<file path="config.mk">
export PLATFORM = sky130hd
export DESIGN_NAME = dram_cmd_sched_fsm
export DESIGN_NICKNAME = d
export VERILOG_FILES = /design/src/rtl/dram_ctrl_pkg.sv /design/src/rtl/dram_bank_tracker.sv /design/src/rtl/dram_cmd_sched_fsm.sv
export SDC_FILE = /design/constraint.sdc
export NUM_CORES = 1
export LEC_CHECK = 0
export CAP_MARGIN = 40
export CORE_MARGIN = 2
export CORE_UTILIZATION = 60
export CTS_BUF_LIST = sky130_fd_sc_hd__clkbuf_4
export CTS_CLUSTER_SIZE = 16
export DETAILED_ROUTE_END_ITERATION = 8
export GPL_ROUTABILITY_DRIVEN = 0
export MAX_ROUTING_LAYER = met4
export PLACE_DENSITY = 0.84
export SLEW_MARGIN = 20
export SYNTH_ARGS = -nofsm -noshare
export SYNTH_HDL_FRONTEND = slang
export SYNTH_HIERARCHICAL = 1
export SYNTH_SLANG_ARGS = --single-unit
</file>
<file path="constraint.sdc">
create_clock -name clk -period 7 [get_ports clk]
set_input_delay 0.7 -clock clk [delete_from_list [all_inputs] [get_ports clk]]
set_output_delay 0.7 -clock clk [all_outputs]
set_load 0.03 [all_outputs]
</file>
<file path="src/rtl/dram_ctrl_pkg.sv">
// Shared encodings for the DRAM command sequencer: PHY command opcodes,
// FSM states and page-policy selectors.
package dram_ctrl_pkg;

  localparam logic [2:0] CMD_ACT  = 3'd0;
  localparam logic [2:0] CMD_RD   = 3'd1;
  localparam logic [2:0] CMD_WR   = 3'd2;
  localparam logic [2:0] CMD_PRE  = 3'd3;
  localparam logic [2:0] CMD_PREA = 3'd4;
  localparam logic [2:0] CMD_REF  = 3'd5;
  localparam logic [2:0] CMD_NOP  = 3'd7;

  localparam int PAGE_OPEN   = 0;
  localparam int PAGE_CLOSED = 1;

  typedef enum logic [2:0] {
    ST_IDLE,
    ST_PRE,
    ST_ACT,
    ST_COL,
    ST_REF_PREA,
    ST_REF
  } state_e;

endpackage

</file>
<file path="src/rtl/dram_bank_tracker.sv">
// Per-bank open bit and open-row table with a combinational open/hit lookup
// for one bank index.
module dram_bank_tracker #(
  parameter int NUM_BANKS = 8,
  parameter int ROW_W     = 7,
  localparam int BANK_W   = $clog2(NUM_BANKS)
) (
  input  logic              clk,
  input  logic              rst_b,
  input  logic              set_en,
  input  logic [BANK_W-1:0] set_bank,
  input  logic [ROW_W-1:0]  set_row,
  input  logic              clr_en,
  input  logic [BANK_W-1:0] clr_bank,
  input  logic              clr_all,
  input  logic [BANK_W-1:0] look_bank,
  input  logic [ROW_W-1:0]  look_row,
  output logic              look_open,
  output logic              look_hit,
  output logic              any_open
);

  logic [NUM_BANKS-1:0]            open_q;
  logic [NUM_BANKS-1:0][ROW_W-1:0] row_tbl;

  always_ff @(posedge clk or posedge rst_b) begin
    if (rst_b) begin
      open_q  <= '0;
      row_tbl <= '0;
    end else if (clr_all) begin
      open_q <= '0;
    end else begin
      if (clr_en) open_q[clr_bank] <= 1'b0;
      if (set_en) begin
        open_q[set_bank]  <= 1'b1;
        row_tbl[set_bank] <= set_row;
      end
    end
  end

  assign look_open = open_q[look_bank];
  assign look_hit  = open_q[look_bank] && (row_tbl[look_bank] == look_row);
  assign any_open  = |open_q;

endmodule

</file>
<file path="src/rtl/dram_cmd_sched_fsm.sv">
// DRAM command sequencer: per-bank row tracking, BURST_LEN column beats per
// request, periodic PREA/REF. Optional counters under `DRAM_CTRL_STATS_EN`.
module dram_cmd_sched_fsm
  import dram_ctrl_pkg::*;
#(
  parameter int NUMBER_OF_BANKS  = 8,
  parameter int NUMBER_OF_ROWS   = 128,
  parameter int NUMBER_OF_COLS   = 8,
  parameter int BURST_LEN        = 4,
  parameter int REFRESH_INTERVAL = 512,
  parameter int PAGE_POLICY      = 0,
  localparam int BANK_W = $clog2(NUMBER_OF_BANKS),
  localparam int ROW_W  = $clog2(NUMBER_OF_ROWS),
  localparam int COL_W  = $clog2(NUMBER_OF_COLS)
) (
  input  logic              clk,
  input  logic              rst_b,
  input  logic              req_valid,
  output logic              req_ready,
  input  logic              req_we,
  input  logic [BANK_W-1:0] req_bank,
  input  logic [ROW_W-1:0]  req_row,
  input  logic [COL_W-1:0]  req_col,
  output logic              cmd_valid,
  input  logic              cmd_ready,
  output logic [2:0]        cmd_op,
  output logic [BANK_W-1:0] cmd_bank,
  output logic [ROW_W-1:0]  cmd_row,
  output logic [COL_W-1:0]  cmd_col,
  output logic              refresh_pending,
  output logic              busy
`ifdef DRAM_CTRL_STATS_EN
  ,
  output logic [15:0]       stat_hits,
  output logic [15:0]       stat_misses,
  output logic [15:0]       stat_refreshes
`endif
);

  localparam int BEAT_W = $clog2(BURST_LEN + 1);
  localparam int RCNT_W = $clog2(REFRESH_INTERVAL);

  state_e              state_q, state_d;
  logic [BANK_W-1:0]   bank_q;
  logic [ROW_W-1:0]    row_q;
  logic [COL_W-1:0]    col_q;
  logic                we_q;
  logic [BEAT_W-1:0]   beat_q;
  logic                auto_pre_q;
  logic [RCNT_W-1:0]   rcnt_q;
  logic                pend_q;

  logic hs, accept, last_beat, row_hit;
  logic look_open, look_hit, any_open;

  assign req_ready = (state_q == ST_IDLE) && !pend_q && !rst_b;
  assign accept    = req_valid && req_ready;
  assign cmd_valid = (state_q != ST_IDLE);
  assign busy      = (state_q != ST_IDLE);
  assign hs        = cmd_valid && cmd_ready;
  assign last_beat = (beat_q == BEAT_W'(BURST_LEN - 1));
  assign row_hit   = look_hit && (PAGE_POLICY == PAGE_OPEN);
  assign cmd_bank  = bank_q;
  assign cmd_row   = row_q;
  assign cmd_col   = col_q;
  assign refresh_pending = pend_q;

  dram_bank_tracker #(.NUM_BANKS(NUMBER_OF_BANKS), .ROW_W(ROW_W)) u_trk (
    .clk       (clk),
    .rst_b     (rst_b),
    .set_en    (state_q == ST_ACT && hs),
    .set_bank  (bank_q),
    .set_row   (row_q),
    .clr_en    (state_q == ST_PRE && hs),
    .clr_bank  (bank_q),
    .clr_all   (state_q == ST_REF_PREA && hs),
    .look_bank (req_bank),
    .look_row  (req_row),
    .look_open (look_open),
    .look_hit  (look_hit),
    .any_open  (any_open)
  );

  always_comb begin
    state_d = state_q;
    cmd_op  = CMD_NOP;
    case (state_q)
      ST_IDLE: begin
        if (accept) begin
          if (row_hit)        state_d = ST_COL;
          else if (look_open) state_d = ST_PRE;
          else                state_d = ST_ACT;
        end else if (pend_q) begin
          state_d = any_open ? ST_REF_PREA : ST_REF;
        end
      end
      ST_PRE: begin
        cmd_op = CMD_PRE;
        // auto_pre_q marks the closed-page precharge that ends a request
        if (hs) state_d = auto_pre_q ? ST_IDLE : ST_ACT;
      end
      ST_ACT: begin
        cmd_op = CMD_ACT;
        if (hs) state_d = ST_COL;
      end
      ST_COL: begin
        cmd_op = we_q ? CMD_WR : CMD_RD;
        if (hs && last_beat)
          state_d = (PAGE_POLICY == PAGE_CLOSED) ? ST_PRE : ST_IDLE;
      end
      ST_REF_PREA: begin
        cmd_op = CMD_PREA;
        if (hs) state_d = ST_REF;
      end
      ST_REF: begin
        cmd_op = CMD_REF;
        if (hs) state_d = ST_IDLE;
      end
      default: state_d = ST_IDLE;
    endcase
  end

  always_ff @(posedge clk or posedge rst_b) begin
    if (rst_b) begin
      state_q    <= ST_IDLE;
      bank_q     <= '0;
      row_q      <= '0;
      col_q      <= '0;
      we_q       <= 1'b0;
      beat_q     <= '0;
      auto_pre_q <= 1'b0;
    end else begin
      state_q <= state_d;
      if (accept) begin
        bank_q     <= req_bank;
        row_q      <= req_row;
        col_q      <= req_col;
        we_q       <= req_we;
        beat_q     <= '0;
        auto_pre_q <= 1'b0;
      end else if (state_q == ST_COL && hs) begin
        col_q  <= col_q + 1'b1;
        beat_q <= beat_q + 1'b1;
        if (last_beat) auto_pre_q <= 1'b1;
      end
    end
  end

  // Expiry wins over a same-cycle REF handshake so a fresh interval is never lost
  always_ff @(posedge clk or posedge rst_b) begin
    if (rst_b) begin
      rcnt_q <= RCNT_W'(REFRESH_INTERVAL - 1);
      pend_q <= 1'b0;
    end else begin
      if (rcnt_q == '0) rcnt_q <= RCNT_W'(REFRESH_INTERVAL - 1);
      else              rcnt_q <= rcnt_q - 1'b1;
      if (rcnt_q == '0)                  pend_q <= 1'b1;
      else if (state_q == ST_REF && hs)  pend_q <= 1'b0;
    end
  end

`ifdef DRAM_CTRL_STATS_EN
  always_ff @(posedge clk or posedge rst_b) begin
    if (rst_b) begin
      stat_hits      <= '0;
      stat_misses    <= '0;
      stat_refreshes <= '0;
    end else begin
      if (accept && row_hit && stat_hits != 16'hFFFF)
        stat_hits <= stat_hits + 1'b1;
      if (accept && !row_hit && stat_misses != 16'hFFFF)
        stat_misses <= stat_misses + 1'b1;
      if (state_q == ST_REF && hs && stat_refreshes != 16'hFFFF)
        stat_refreshes <= stat_refreshes + 1'b1;
    end
  end
`endif

endmodule

</file>
==> metrics.md <==
| Metric | Value |
|---|---|
| FP Rows | `31` |
| Main area contributors after synthesis | `dfrtp_1 47%, mux2_2 14%, mux4_2 5.9%, dfstp_2 5.2%, nand2_1 4.1%` |
| Max_cap viols | `0` |
| DRT Pass-1 Iters | `4` |
| Clock slew at the register clock pins of the worst setup and hold paths | `0.14 ns` |
| CP startpoint kind | `primary input` |
| Layout Skew | `0.0247 ns` |
| DRC | `0` |
| DP Cell Count | `493` |
| Multi-input logic area | `0.00206 mm^2` |
| Reg power frac | `48.6%` |
| Avg Inst Size Synth | `12.5 um^2` |
| Logic pwr share | `34.7%` |
| Worst setup path class | `in2reg` |
| Wire length per cell | `19.4 um` |
| Post-Synth XOR/XNOR Area | `3.06%` |
| Most common cell after layout, fill and taps aside | `dfrtp_1` |
| Area Growth Syn to Fin | `14.0%` |
| Io pins | `38` |
| Adder-cell share of the synthesized area | `1.09%` |
| Drt via density | `6.05` |
| Largest net degree at the start of global routing | `65` |
| Starting Density | `62.5%` |
| Endpoints failing setup | `0` |
| Internal | `1.01 mW` |
| Most frequent cells in the layout | `86 x dfrtp_1, 58 x mux2_2, 50 x nand2_1` |
| Share of cells above drive strength 1 | `28.1%` |
| VDD IR max | `230 uV` |
| Detailed-route via count | `3098` |
| All-Layer GR Usage | `26.0%` |
| Post-synth cell types | `51` |
| Fin Hold WS | `0.495 ns` |
| Clock Path Buffers | `2` |
| Net Switching | `0.646 mW` |
| Post-synthesis mux area share | `23.7%` |
| Hold Violations, Final | `0` |
| CTS tree | `built` |
| Crit path from | `req_bank[1]` |
| Vias in the first global route | `3140` |
| Main combinational cell family by area after synthesis | `multiplexers` |
| Finished Layout Cells | `512` |
| Peak Freq | `315 MHz` |
| Post-synth top area share | `47.0%` |
| TNS Setup | `0 ns` |
| Status | `finished clean` |
| Post-synthesis cell area | `0.00458 mm^2` |
| HP Class | `reg2reg` |
| Initial antenna violation count | `0` |
| DIE HEIGHT | `91.4 um` |
| Hold buffers post-CTS | `0` |
| Nature of the critical path endpoint | `flop` |
| Antenna cells | `0` |
| Final min period | `3.18 ns` |
| Cts repair resizes | `0` |
| Drt total wl | `9920 um` |
| Clock Latency Late Sink | `0.47 ns` |
| Clk Tree Root Cell | `clkbuf_4` |
| TritonCTS buffer count | `9` |
| Leakage | `2.46 nW` |
| Post-Synth Simple-Gate Area | `12.3%` |
| Period Utilization, post-route | `45.4%` |
| Post-route ant nets | `0` |
| Remaining global-route overflow | `0` |
| Die ar. | `0.00835 mm^2` |
| Mapped Cells | `367` |
| RSZ-0062 raised after global routing | `false` |
| Worst Path Max Fanout | `11` |
| Yosys top cell by area | `dfrtp_1` |
| WP data arrival | `3.53 ns` |
| Clk sinks | `95` |
| I/O Buffers | `37` |
| Worst rel slew slack | `43.5%` |
| Synth Area in Compound Gates | `4.92%` |
| Worst Path Required | `7.35 ns` |
| First-pass GRT wire length | `16200 um` |
| Synthesis warning total | `6` |
| DPL Wire Length | `6710 um` |
| DRT iter0 DRCs | `218` |
| Syn nets | `389` |
| Final net count | `430` |
| H-tree Lvls | `3` |
| Post-synthesis sequential area ratio | `52.1%` |
| # Post-CTS Setup Buffers | `0` |
| Register area | `0.00239 mm^2` |
| Die Wd | `91.4 um` |
| Clock group share of total power | `16.7%` |
| FF-to-FF Start | `state_q[2]` |
| Sw frac | `38.9%` |
| Min-delay src | `rcnt_q[0]` |
| Worst-Margin Slew | `0.843 ns` |
| Final Max Slew Viols | `0` |
| #FFs+latches synth | `95` |
| Pwr/cell area | `318 mW/mm^2` |
| Core area | `0.00733 mm^2` |
| # fillers | `474` |
==> kinds of logic (layout without fill, tap and decap cells) <==
| group | after synthesis | count (layout) |
|---|---|---|
| flops | 95 | 95 |
| mux | 83 | 83 |
| buf+inv | 28 | 74 |
| fa+ha+maj | 4 | 4 |
| xor+xnor | 16 | 16 |
| compound gates | 32 | 32 |
| simple gates | 109 | 109 |
==> layer usage <==
| layer | vias to the layer above | track usage (%) | routed length (um) |
|---|---|---|---|
| met1 | 1559 | 35.2 | 4190 |
| met5 | - | - | 0 |
| met4 | 0 | 8.84 | 144 |
| met3 | 16 | 4.98 | 648 |
| met2 | 123 | 39.9 | 4940 |
| li1 | 1400 | - | - |
==> cell usage after synthesis (all sizes together) <==
cell     count
a221o        1
clkbuf      10
and2         1
a31o         4
inv         11
dfrtp       86
nor3b        5
nand2b       3
nand3        3
a211oi       2
o311ai       4
o22a         1
clkinv       1
a211o        2
o41ai        1
nor4bb       1
buf          6
dfstp        9
and4b        1
a31oi        1
ha           4
o22ai        2
mux2        58
nand2       50
and4         1
or4b         1
o21ai        6
or2          2
and3         3
xnor2       12
mux4        14
nor2b        2
or4          2
mux2i       11
nor4         3
nor2        14
o2bb2ai      1
xor2         4
nand4        4
nand3b       4
o31ai        1
a21oi        6
or3          6
nor3         3
==> layout make-up <==
type	instances	share of cell area [%]
Sequential cell	95	45.7
Multi-Input combinational cell	244	39.5
Timing Repair Buffer	46	9.13
Tap cell	99	2.37
Clock buffer	11	1.58
Inverter	12	0.862
Clock inverter	5	0.814
==> registers in the layout (all words and copies together) (netlist names) <==
| signal | cells |
|---|---|
| u_trk/row_tbl | 56 |
| beat_q | 3 |
| refresh_pending | 1 |
| state_q | 3 |
| u_trk/open_q | 8 |
| cmd_bank | 3 |
| cmd_row | 7 |
| auto_pre_q | 1 |
| cmd_col | 3 |
| we_q | 1 |
| rcnt_q | 9 |
==> power groups by stage <==
stage               Combinational (mW)  Clock (mW)  Sequential (mW)
detailed placement               0.573           0            0.812
floorplan                        0.342           0            0.828
global placement                 0.550           0            0.806
global route                     0.621       0.308            0.829
finish                           0.576       0.277            0.807
CTS                              0.575       0.283            0.803
==> worst max-delay path: stages <==
cell	delay [ns]
clkdlybuf4s50_1	0.77
buf_8	0.22
mux4_2	0.51
mux2i_1	0.23
xnor2_1	0.15
nor4_1	0.08
and4_1	0.19
o41ai_1	0.36
nor2_1	0.08
a211o_1	0.24
==> worst paths after layout <==
kind / slack, ns / to / cells after the start
min: 0.49 / rcnt_q[0] / 1
max reg2reg: 3.88 / u_trk/row_tbl[41] / 6
max in group asynchronous: 5.63 / cmd_row[6] / 3
min in group asynchronous: 0.57 / u_trk/open_q[5] / 3
max: 3.82 / state_q[0] / 10
min reg2reg: 0.49 / rcnt_q[0] / 1
==> through the flow <==
stage / power, mW / cell area, um^2 / util (%) / worst slack (ns)
3_3_place_gp: 1.36 / 5010 / 68.3 / 3.18
2_1_floorplan: 1.17 / 4580 / - / 4.33
4_1_cts: 1.66 / 5180 / 70.6 / 3.85
5_1_grt: 1.76 / 5220 / 71.3 / 3.67
6_report: 1.66 / 5220 / 71.3 / 3.82
3_5_place_dp: 1.38 / 5050 / 68.9 / 3.42
No activity file was read; power rests on OpenSTA's default activity.
